File: config.mk
export PLATFORM = sky130hd
export DESIGN_NAME = pixel_window_reader
export DESIGN_NICKNAME = d
export VERILOG_FILES = /design/src/rtl/pixel_window_reader.sv
export SDC_FILE = /design/constraint.sdc
export NUM_CORES = 1
export LEC_CHECK = 0
export CORE_UTILIZATION = 30
export CTS_BUF_LIST = sky130_fd_sc_hd__clkbuf_2 sky130_fd_sc_hd__clkbuf_4 sky130_fd_sc_hd__clkbuf_8
export DETAILED_ROUTE_END_ITERATION = 6
export PLACE_DENSITY_LB_ADDON = 0.08
export SYNTH_ARGS = -nofsm -noshare
export SYNTH_HDL_FRONTEND = slang
export SYNTH_SLANG_ARGS = --single-unit
File: constraint.sdc
create_clock -name clk -period 3.56 [get_ports clk]
set_clock_uncertainty 0.1 [all_clocks]
set_input_delay 0.534 -clock clk [delete_from_list [all_inputs] [get_ports clk]]
set_output_delay 0.534 -clock clk [all_outputs]
set_load 0.05 [all_outputs]
File: src/rtl/pixel_window_reader.sv
// rtl/pixel_window_reader.sv - fetches a 3x3 pixel neighbourhood from 32-bit-word image RAM
// Optional build macro: WINDOW_BORDER_CLAMP_EN (edge replication instead of zero fill for OOB neighbours)
module pixel_window_reader #(
    parameter int RAM_LATENCY = 2
) (
    input  logic        clk,
    input  logic        reset,
    input  logic        start,
    input  logic [8:0]  x,
    input  logic [8:0]  y,
    output logic [15:0] ram_addr,
    input  logic [31:0] ram_data,
    output logic        busy,
    output logic        done,
    output logic [71:0] window
);
    typedef enum logic [2:0] {S_IDLE, S_ADDR, S_WAIT, S_CAPTURE, S_DONE} state_t;

    typedef struct packed {
        logic        oob;
        logic [1:0]  lane;
        logic [15:0] addr;
    } nbr_t;

    localparam logic [1:0] WAIT_INIT = 2'(RAM_LATENCY - 2);

    // Neighbour i (raster order) of centre (cx, cy); the address always uses the clamped coordinate.
    function automatic nbr_t nbr(input logic [8:0] cx, input logic [8:0] cy, input logic [3:0] i);
        logic signed [10:0] dx, dy, nx, ny;
        logic [8:0]         rx, ry;
        nbr_t               r;
        case (i)
            4'd0, 4'd3, 4'd6: dx = -11'sd1;
            4'd1, 4'd4, 4'd7: dx = 11'sd0;
            default:          dx = 11'sd1;
        endcase
        if (i < 4'd3)      dy = -11'sd1;
        else if (i < 4'd6) dy = 11'sd0;
        else               dy = 11'sd1;
        nx = $signed({2'b00, cx}) + dx;
        ny = $signed({2'b00, cy}) + dy;
        if (nx < 11'sd0)        rx = 9'd0;
        else if (nx > 11'sd511) rx = 9'd511;
        else                    rx = nx[8:0];
        if (ny < 11'sd0)        ry = 9'd0;
        else if (ny > 11'sd511) ry = 9'd511;
        else                    ry = ny[8:0];
        r.oob  = (nx < 11'sd0) || (nx > 11'sd511) || (ny < 11'sd0) || (ny > 11'sd511);
        r.lane = rx[1:0];
        r.addr = {ry, rx[8:2]};
        return r;
    endfunction

    state_t      state_q, state_d;
    logic [3:0]  idx_q, idx_d;
    logic [8:0]  x_q, x_d, y_q, y_d;
    logic [1:0]  wcnt_q, wcnt_d;
    logic        oob_q, oob_d;
    logic [1:0]  lane_q, lane_d;
    logic [15:0] addr_d;
    logic        busy_d, done_d;
    logic [71:0] win_d;
    logic [7:0]  sel_byte, pix;
    nbr_t        nb_start, nb_next;

    assign nb_start = nbr(x, y, 4'd0);
    assign nb_next  = nbr(x_q, y_q, idx_q + 4'd1);
    assign sel_byte = ram_data[{lane_q, 3'b000} +: 8];

`ifdef WINDOW_BORDER_CLAMP_EN
    assign pix = sel_byte;
`else
    assign pix = oob_q ? 8'h00 : sel_byte;
`endif

    always_ff @(posedge clk) begin
        if (reset) begin
            state_q  <= S_IDLE;
            idx_q    <= 4'd0;
            x_q      <= 9'd0;
            y_q      <= 9'd0;
            wcnt_q   <= 2'd0;
            oob_q    <= 1'b0;
            lane_q   <= 2'd0;
            ram_addr <= 16'd0;
            busy     <= 1'b0;
            done     <= 1'b0;
            window   <= 72'd0;
        end else begin
            state_q  <= state_d;
            idx_q    <= idx_d;
            x_q      <= x_d;
            y_q      <= y_d;
            wcnt_q   <= wcnt_d;
            oob_q    <= oob_d;
            lane_q   <= lane_d;
            ram_addr <= addr_d;
            busy     <= busy_d;
            done     <= done_d;
            window   <= win_d;
        end
    end

    always_comb begin
        state_d = state_q;
        idx_d   = idx_q;
        x_d     = x_q;
        y_d     = y_q;
        wcnt_d  = wcnt_q;
        oob_d   = oob_q;
        lane_d  = lane_q;
        addr_d  = ram_addr;
        busy_d  = busy;
        done_d  = 1'b0;
        win_d   = window;
        case (state_q)
            // The DONE cycle's closing edge doubles as the earliest start sample, so a held start re-triggers immediately.
            S_IDLE, S_DONE: begin
                busy_d  = 1'b0;
                state_d = S_IDLE;
                if (start) begin
                    x_d     = x;
                    y_d     = y;
                    idx_d   = 4'd0;
                    addr_d  = nb_start.addr;
                    oob_d   = nb_start.oob;
                    lane_d  = nb_start.lane;
                    busy_d  = 1'b1;
                    state_d = S_ADDR;
                end
            end
            S_ADDR: begin
                if (RAM_LATENCY == 1) begin
                    state_d = S_CAPTURE;
                end else begin
                    wcnt_d  = WAIT_INIT;
                    state_d = S_WAIT;
                end
            end
            S_WAIT: begin
                if (wcnt_q == 2'd0) state_d = S_CAPTURE;
                else                wcnt_d  = wcnt_q - 2'd1;
            end
            S_CAPTURE: begin
                win_d[{idx_q, 3'b000} +: 8] = pix;
                if (idx_q == 4'd8) begin
                    done_d  = 1'b1;
                    busy_d  = 1'b0;
                    state_d = S_DONE;
                end else begin
                    idx_d   = idx_q + 4'd1;
                    addr_d  = nb_next.addr;
                    oob_d   = nb_next.oob;
                    lane_d  = nb_next.lane;
                    state_d = S_ADDR;
                end
            end
            default: state_d = S_IDLE;
        endcase
    end
endmodule
Word level (Yosys, flattened, before mapping)
Cells that the tools add are included.
{ "word_totals": {"out_inout_bits": 90, "reg_bits": 120, "wordCells": 101, "input_bits": 53} }
{ "classes": {"add_sub_neg": 7, "mux": 35, "eq_ne": 15, "order_cmp": 10, "n_reduce_logical": 19, "bitwise": 1, "n_shift": 3} }
{ "op_table": {"columns": ["op", "count"], "rows": [
  ["72-bit bitwise mux", 1],
  ["9-bit 2-to-1 mux", 8],
  ["8-bit by 9-bit variable shift with 72-bit output, first input constant", 1],
  ["8-bit by 9-bit variable part select with 72-bit output", 1],
  ["11-bit by 10-bit > comparator with 1-bit output, second input constant", 4],
  ["11-bit by 1-bit < comparator with 1-bit output, second input constant", 4],
  ["16-bit 2-to-1 mux", 2],
  ["16-bit one-hot mux with 2 select lines", 1],
  ["32-bit by 6-bit variable part select with 8-bit output", 1],
  ["10-bit by 1-bit adder with 11-bit output, second input constant", 2],
  ["10-bit by 11-bit adder with 11-bit output", 2],
  ["11-bit one-hot mux with 2 select lines", 1],
  ["4-bit by 3-bit equality test with 1-bit output, second input constant", 3],
  ["3-bit one-hot mux with 4 select lines", 1],
  ["11-bit 2-to-1 mux", 1],
  ["2-bit != test, second input constant", 5],
  ["7-bit negator with 9-bit output", 1],
  ["4-bit 2-to-1 mux", 2],
  ["8-bit 2-to-1 mux", 1],
  ["2-bit one-hot mux with 2 select lines", 2],
  ["4-bit one-hot mux with 2 select lines", 1],
  ["1-bit 2-to-1 mux", 7],
  ["3-bit by 2-bit equality test with 1-bit output, second input constant", 2],
  ["1-bit logical OR", 6],
  ["21 further kinds", 30]
]} }

Depth between registers and ports, before layout
{ "depth": {"word_depth": 11, "mapped_depth": 16, "mapped_depth_nobuf": 14} }

Worst setup path after synthesis
No wires, ideal clock.
{ "synth_path": {"kind": "register to register", "from": "reg idx_q[0]", "to": "reg ram_addr[12]", "setup_time_ps": 86, "path_buffers": 2, "arrival_ps": 3548, "slack_ps": -174, "path_stages_with_launch": 14, "cell_sequence": "dfxtp_1 -> buf_2 -> clkbuf_1 -> inv_1 -> ha_1 -> nor2_1 -> ha_1 -> a2111o_1 -> or2_2 -> o21ai_0 -> nor2_1 -> xor2_1 -> o21ai_0 -> a211oi_1"} }
{ "synth_between": {"elab_chain_cells": 10, "elab_cells_between_ends": 15} }
{ "synth_lines": {"columns": ["element", "line_no", "text"], "rows": [
  ["start, declared", "55", "logic [3:0] idx_q, idx_d;"],
  ["start signal, assigned", "91", "idx_q <= idx_d;"],
  ["4-bit by 1-bit adder with 4-bit output", "67", "assign nb_next = nbr(x_q, y_q, idx_q + 4'd1);"],
  ["4-bit by 3-bit < comparator with 1-bit output", "38", "else if (i < 4'd6) dy = 11'sd0;"],
  ["1-bit 2-to-1 mux", "38", null],
  ["11-bit 2-to-1 mux", "37", "if (i < 4'd3) dy = -11'sd1;"],
  ["10-bit by 11-bit adder with 11-bit output", "41", "ny = $signed({2'b00, cy}) + dy;"],
  ["11-bit by 10-bit > comparator with 1-bit output", "46", "else if (ny > 11'sd511) ry = 9'd511;"],
  ["9-bit 2-to-1 mux", "46", null],
  ["9-bit 2-to-1 mux", "45", "if (ny < 11'sd0) ry = 9'd0;"],
  ["16-bit 2-to-1 mux", "146", "if (idx_q == 4'd8) begin"],
  ["16-bit one-hot mux with 2 select lines", "116", "case (state_q)"],
  ["end signal, assigned", "97", "ram_addr <= addr_d;"],
  ["end, declared", "11", "output logic [15:0] ram_addr,"]
]} }
Parallel ways exist; a longest one is shown, timed or not. The select of a mux whose other input is x is not followed.
A chain may end at the register's enable or synchronous reset.

Worst setup path in the final report
{ "layout_path": {"from": "reg idx_q[0]", "to": "reg ram_addr[0]"} }
{ "layout_between": {"elab_chain_cells": 10, "elab_cells_between_ends": 20} }
{ "layout_lines": {"columns": ["element", "line_no", "text"], "rows": [
  ["4-bit by 1-bit adder with 4-bit output", "67", null],
  ["4-bit by 1-bit equality test with 1-bit output (tied with other cells)", "32", "case (i)"],
  ["3-bit OR reduction", "32", null],
  ["11-bit one-hot mux with 2 select lines", "32", null],
  ["10-bit by 11-bit adder with 11-bit output", "40", "nx = $signed({2'b00, cx}) + dx;"],
  ["11-bit by 10-bit > comparator with 1-bit output", "43", "else if (nx > 11'sd511) rx = 9'd511;"],
  ["9-bit 2-to-1 mux", "43", null],
  ["9-bit 2-to-1 mux", "42", "if (nx < 11'sd0) rx = 9'd0;"],
  ["16-bit 2-to-1 mux", "146", null],
  ["16-bit one-hot mux with 2 select lines", "116", null]
]} }
Parallel ways exist; a longest one is shown, timed or not. The select of a mux whose other input is x is not followed.

==> run_results.csv <==
group,metric,value,unit
worst_setup_path,critPathLaunch,"idx_q[0]",
drt,dr.pass1.iters,4,
yosys,synth-main-ff-cell,"dfxtp_1",
sta,holdWs,0.365,ns
pwr,leakage,3.57,nW
die,die_x,150,um
pwr,clkPwrFrac,0.370,
die,die_h,150,um
pwr,powerDensity,442,nW/um^2
yosys,avgSynthCellArea,8.29,um^2
worst_setup_path,crit_chain,"buf_8 -> ha_1 -> nor2_2 -> nand2_1 -> o211a_4 -> ha_1 -> a21oi_1 -> o22ai_1 -> a211o_1 -> a211o_1 -> a31oi_2 -> o21ai_0 -> a311oi_1",
global_routing,grt_pass1_vias,5597,
global_routing,track_usage,0.177,
yosys,yosysTopAreaCellShare,0.367,
placed_design,place_ws,-0.0962,ns
pwr,peakVddDrop,0.000191,V
clock_tree,clkTransAtPathRegs,0.08,ns
drt,avgRoutedWirePerCell,16.0,um
flow_run,max-cap-violations,0,
worst_setup_path,cpPeakStageDelay,0.37,ns
die,core,21200,um^2
clock_tree,cts_root_buffer,"clkbuf_8",
yosys,ys_types,56,
worst_setup_path,worstSetupPathType,"reg -> reg",
sta,clock.fmax,0.291,GHz
pwr,sequentialPowerShare,0.378,
drt,ant_nets,0,
yosys,netlist.top_cell.by_area,"dfxtp_1",
clock_tree,cts_tree,"yes",
worst_setup_path,crit_path_end_kind,"flop",
sta,hold_viol,0,
pwr,power,0.00394,W
clock_tree,cts_hold_buf,0,
drt,drc,0,
sta,timing.final.crit_share,0.966,
final_layout,syn_to_final_growth,36.4,%
drt,via_per_inst,4.85,
global_routing,grt_max_degree,65,
worst_setup_path,cp-start-kind,"flop",
yosys,synthArstFlopShare,0,
drt,wl,19600,um
placed_design,dp_hpwl,14300,um
global_routing,antenna_found_initial,0,
clock_tree,cts_sinks,120,
clock_tree,clk_path_buf_depth,2,
sta,maxSlewViolCount,0,
final_layout,final_common_cell,"nor2_1",
final_layout,diodes,0,
clock_tree,h-tree-depth,4,
sta,setup_viol,0,
yosys,ys_seq_elements,120,
yosys,synth.area.top_cells,"dfxtp_1 (37%), mux2i_1 (9.6%), nor2_1 (8.4%), ha_1 (5.9%), a21oi_1 (5.2%)",
final_layout,nNetsFinal,1020,
sta,relSlewSlack,0.486,
worst_setup_path,cp_slowest_cell,"ha_1",
drt,num_vias,5923,
pwr,switching_share,0.329,
worst_setup_path,critPathMaxFanout,20,
final_layout,layout_common_cells,"nor2_1 (142), clkdlybuf4s50_1 (141), dfxtp_1 (118)",
worst_setup_path,r2r-start,"idx_q[0]",
die,io_pins,143,
clock_tree,worstSkewPairLatency,0.44,ns
die,die_area,22400,um^2
yosys,yosysWarnings,0,
yosys,syn-num-nets,875,
worst_setup_path,cp.required,3.82,ns
sta,worst_pin_slew,0.769,ns
pwr,internal-power,0.00265,W
global_routing,grt_overflow,0,
worst_setup_path,arrival,3.70,ns
min_path,hold_class,"reg -> reg",
yosys,syn_area,6540,um^2
yosys,synth_cells,789,
drt,drtIter0Drc,241,
die,start_util,0.308,
pwr,power.switching,0.00130,W
placed_design,finalWeightedCongestion,0.805,
sta,setup-tns-final,0,ns
global_routing,grt_pass1_wl,30600,um
status,outcome,"completed",
placed_design,numPortBuffers,142,
yosys,synth_edf_count,0,
min_path,hp-start,"y_q[3]",
sta,setup_ws,0.121,ns
die,rows,53,
clock_tree,cts_inserted_buffers,17,
pwr,p_comb_frac,0.253,
sta,period_needed,3.44,ns
yosys,synth-seq-area-share,0.367,
final_layout,final_layout_size_suffix_gt1_frac,0.102,
## area by class of cell
cell class | count | area [um^2]
multi-input cells | 604 | 3990
flip-flops and latches | 120 | 2400
repair buffers | 167 | 1630
clock buffers | 18 | 241
inverters | 24 | 90.1
clock inverters | 14 | 221
fillers | 2195 | 12300
well taps | 275 | 344
## metrics by stage
step	area (um^2)	std cells	utilization
5_1_grt	8920	1222	0.420
3_3_place_gp	8280	1183	0.390
6_report	8920	1222	0.420
2_1_floorplan	6550	789	-
4_1_cts	8760	1215	0.413
3_5_place_dp	8280	1183	0.390
## what timing repair did
action	in CTS	in global routing
setup endpoints to repair	16	19
setup buffers	0	6
pin swaps	0	6
cloned	0	1
gates resized for setup	3	19
## sequential cells by signal, indices dropped and copies added (netlist names)
| signal | flops |
|---|---|
| window | 72 |
| ram_addr | 16 |
| x_q | 9 |
| y_q | 9 |
| idx_q | 4 |
| state_q | 3 |
| lane_q | 2 |
| wcnt_q | 2 |
| busy | 1 |
| done | 1 |
| oob_q | 1 |
## logic make-up after synthesis
group,after synthesis,synth area share
buffers and inverters,66,0.0406
DFF,120,0.367
adders and majority gates,33,0.0654
and+or+nand+nor,315,0.218
muxes,71,0.124
AOI/OAI and AO/OA,155,0.145
xor gates and xnor gates,29,0.0388
## critical path, delay by kind of cell (launching register included)
kind                     cells  cell delay, ns
AO/OA/AOI/OAI                8            1.89
adder cells (fa/ha/maj)      2            0.61
flip-flops                   1            0.35
AND/OR/NAND/NOR              2            0.25
buffers and inverters        1            0.16
## cells in the mapped netlist (all sizes together) (3+ instances only)
cell    number
a211o        4
a211oi      14
a21oi       68
a31oi        9
and2         8
and3        10
buf         13
clkbuf      29
dfxtp      120
ha          31
inv         24
mux2i       63
mux4         8
nand2       68
nand2b       6
nand3       12
nand3b       5
nand4        3
nor2       148
nor2b       13
nor3        17
nor3b        3
nor4         4
nor4b        3
o21a         5
o21ai       33
o22ai        4
or2          5
or3          9
xnor2       16
xor2        13
## power groups by stage
stage	sequential (W)	clock (W)	combinational, W
5_1_grt	0.00150	0.00155	0.00110
3_3_place_gp	0.00152	0	0.000997
4_1_cts	0.00149	0.00149	0.000996
6_report	0.00149	0.00146	0.000997
2_1_floorplan	0.00161	0	0.000532
3_5_place_dp	0.00152	0	0.000989
## metal layers
layer	vias to the layer above	GRT usage	part of all wire
met3	14	0.0317	0.043
met1	2744	0.238	0.49
met4	0	0.0515	0.012
met2	139	0.286	0.46
li1	3026	-	-
met5	-	0	0
## worst paths after layout
check                     end  slack [ns]  depth (start not counted)
setup / recovery  ram_addr[0]        0.12                         13
hold / removal         y_q[3]        0.37                          2
setup reg to reg  ram_addr[0]        0.12                         13
hold reg to reg        y_q[3]        0.37                          2
(Power assumes the default switching activity.)
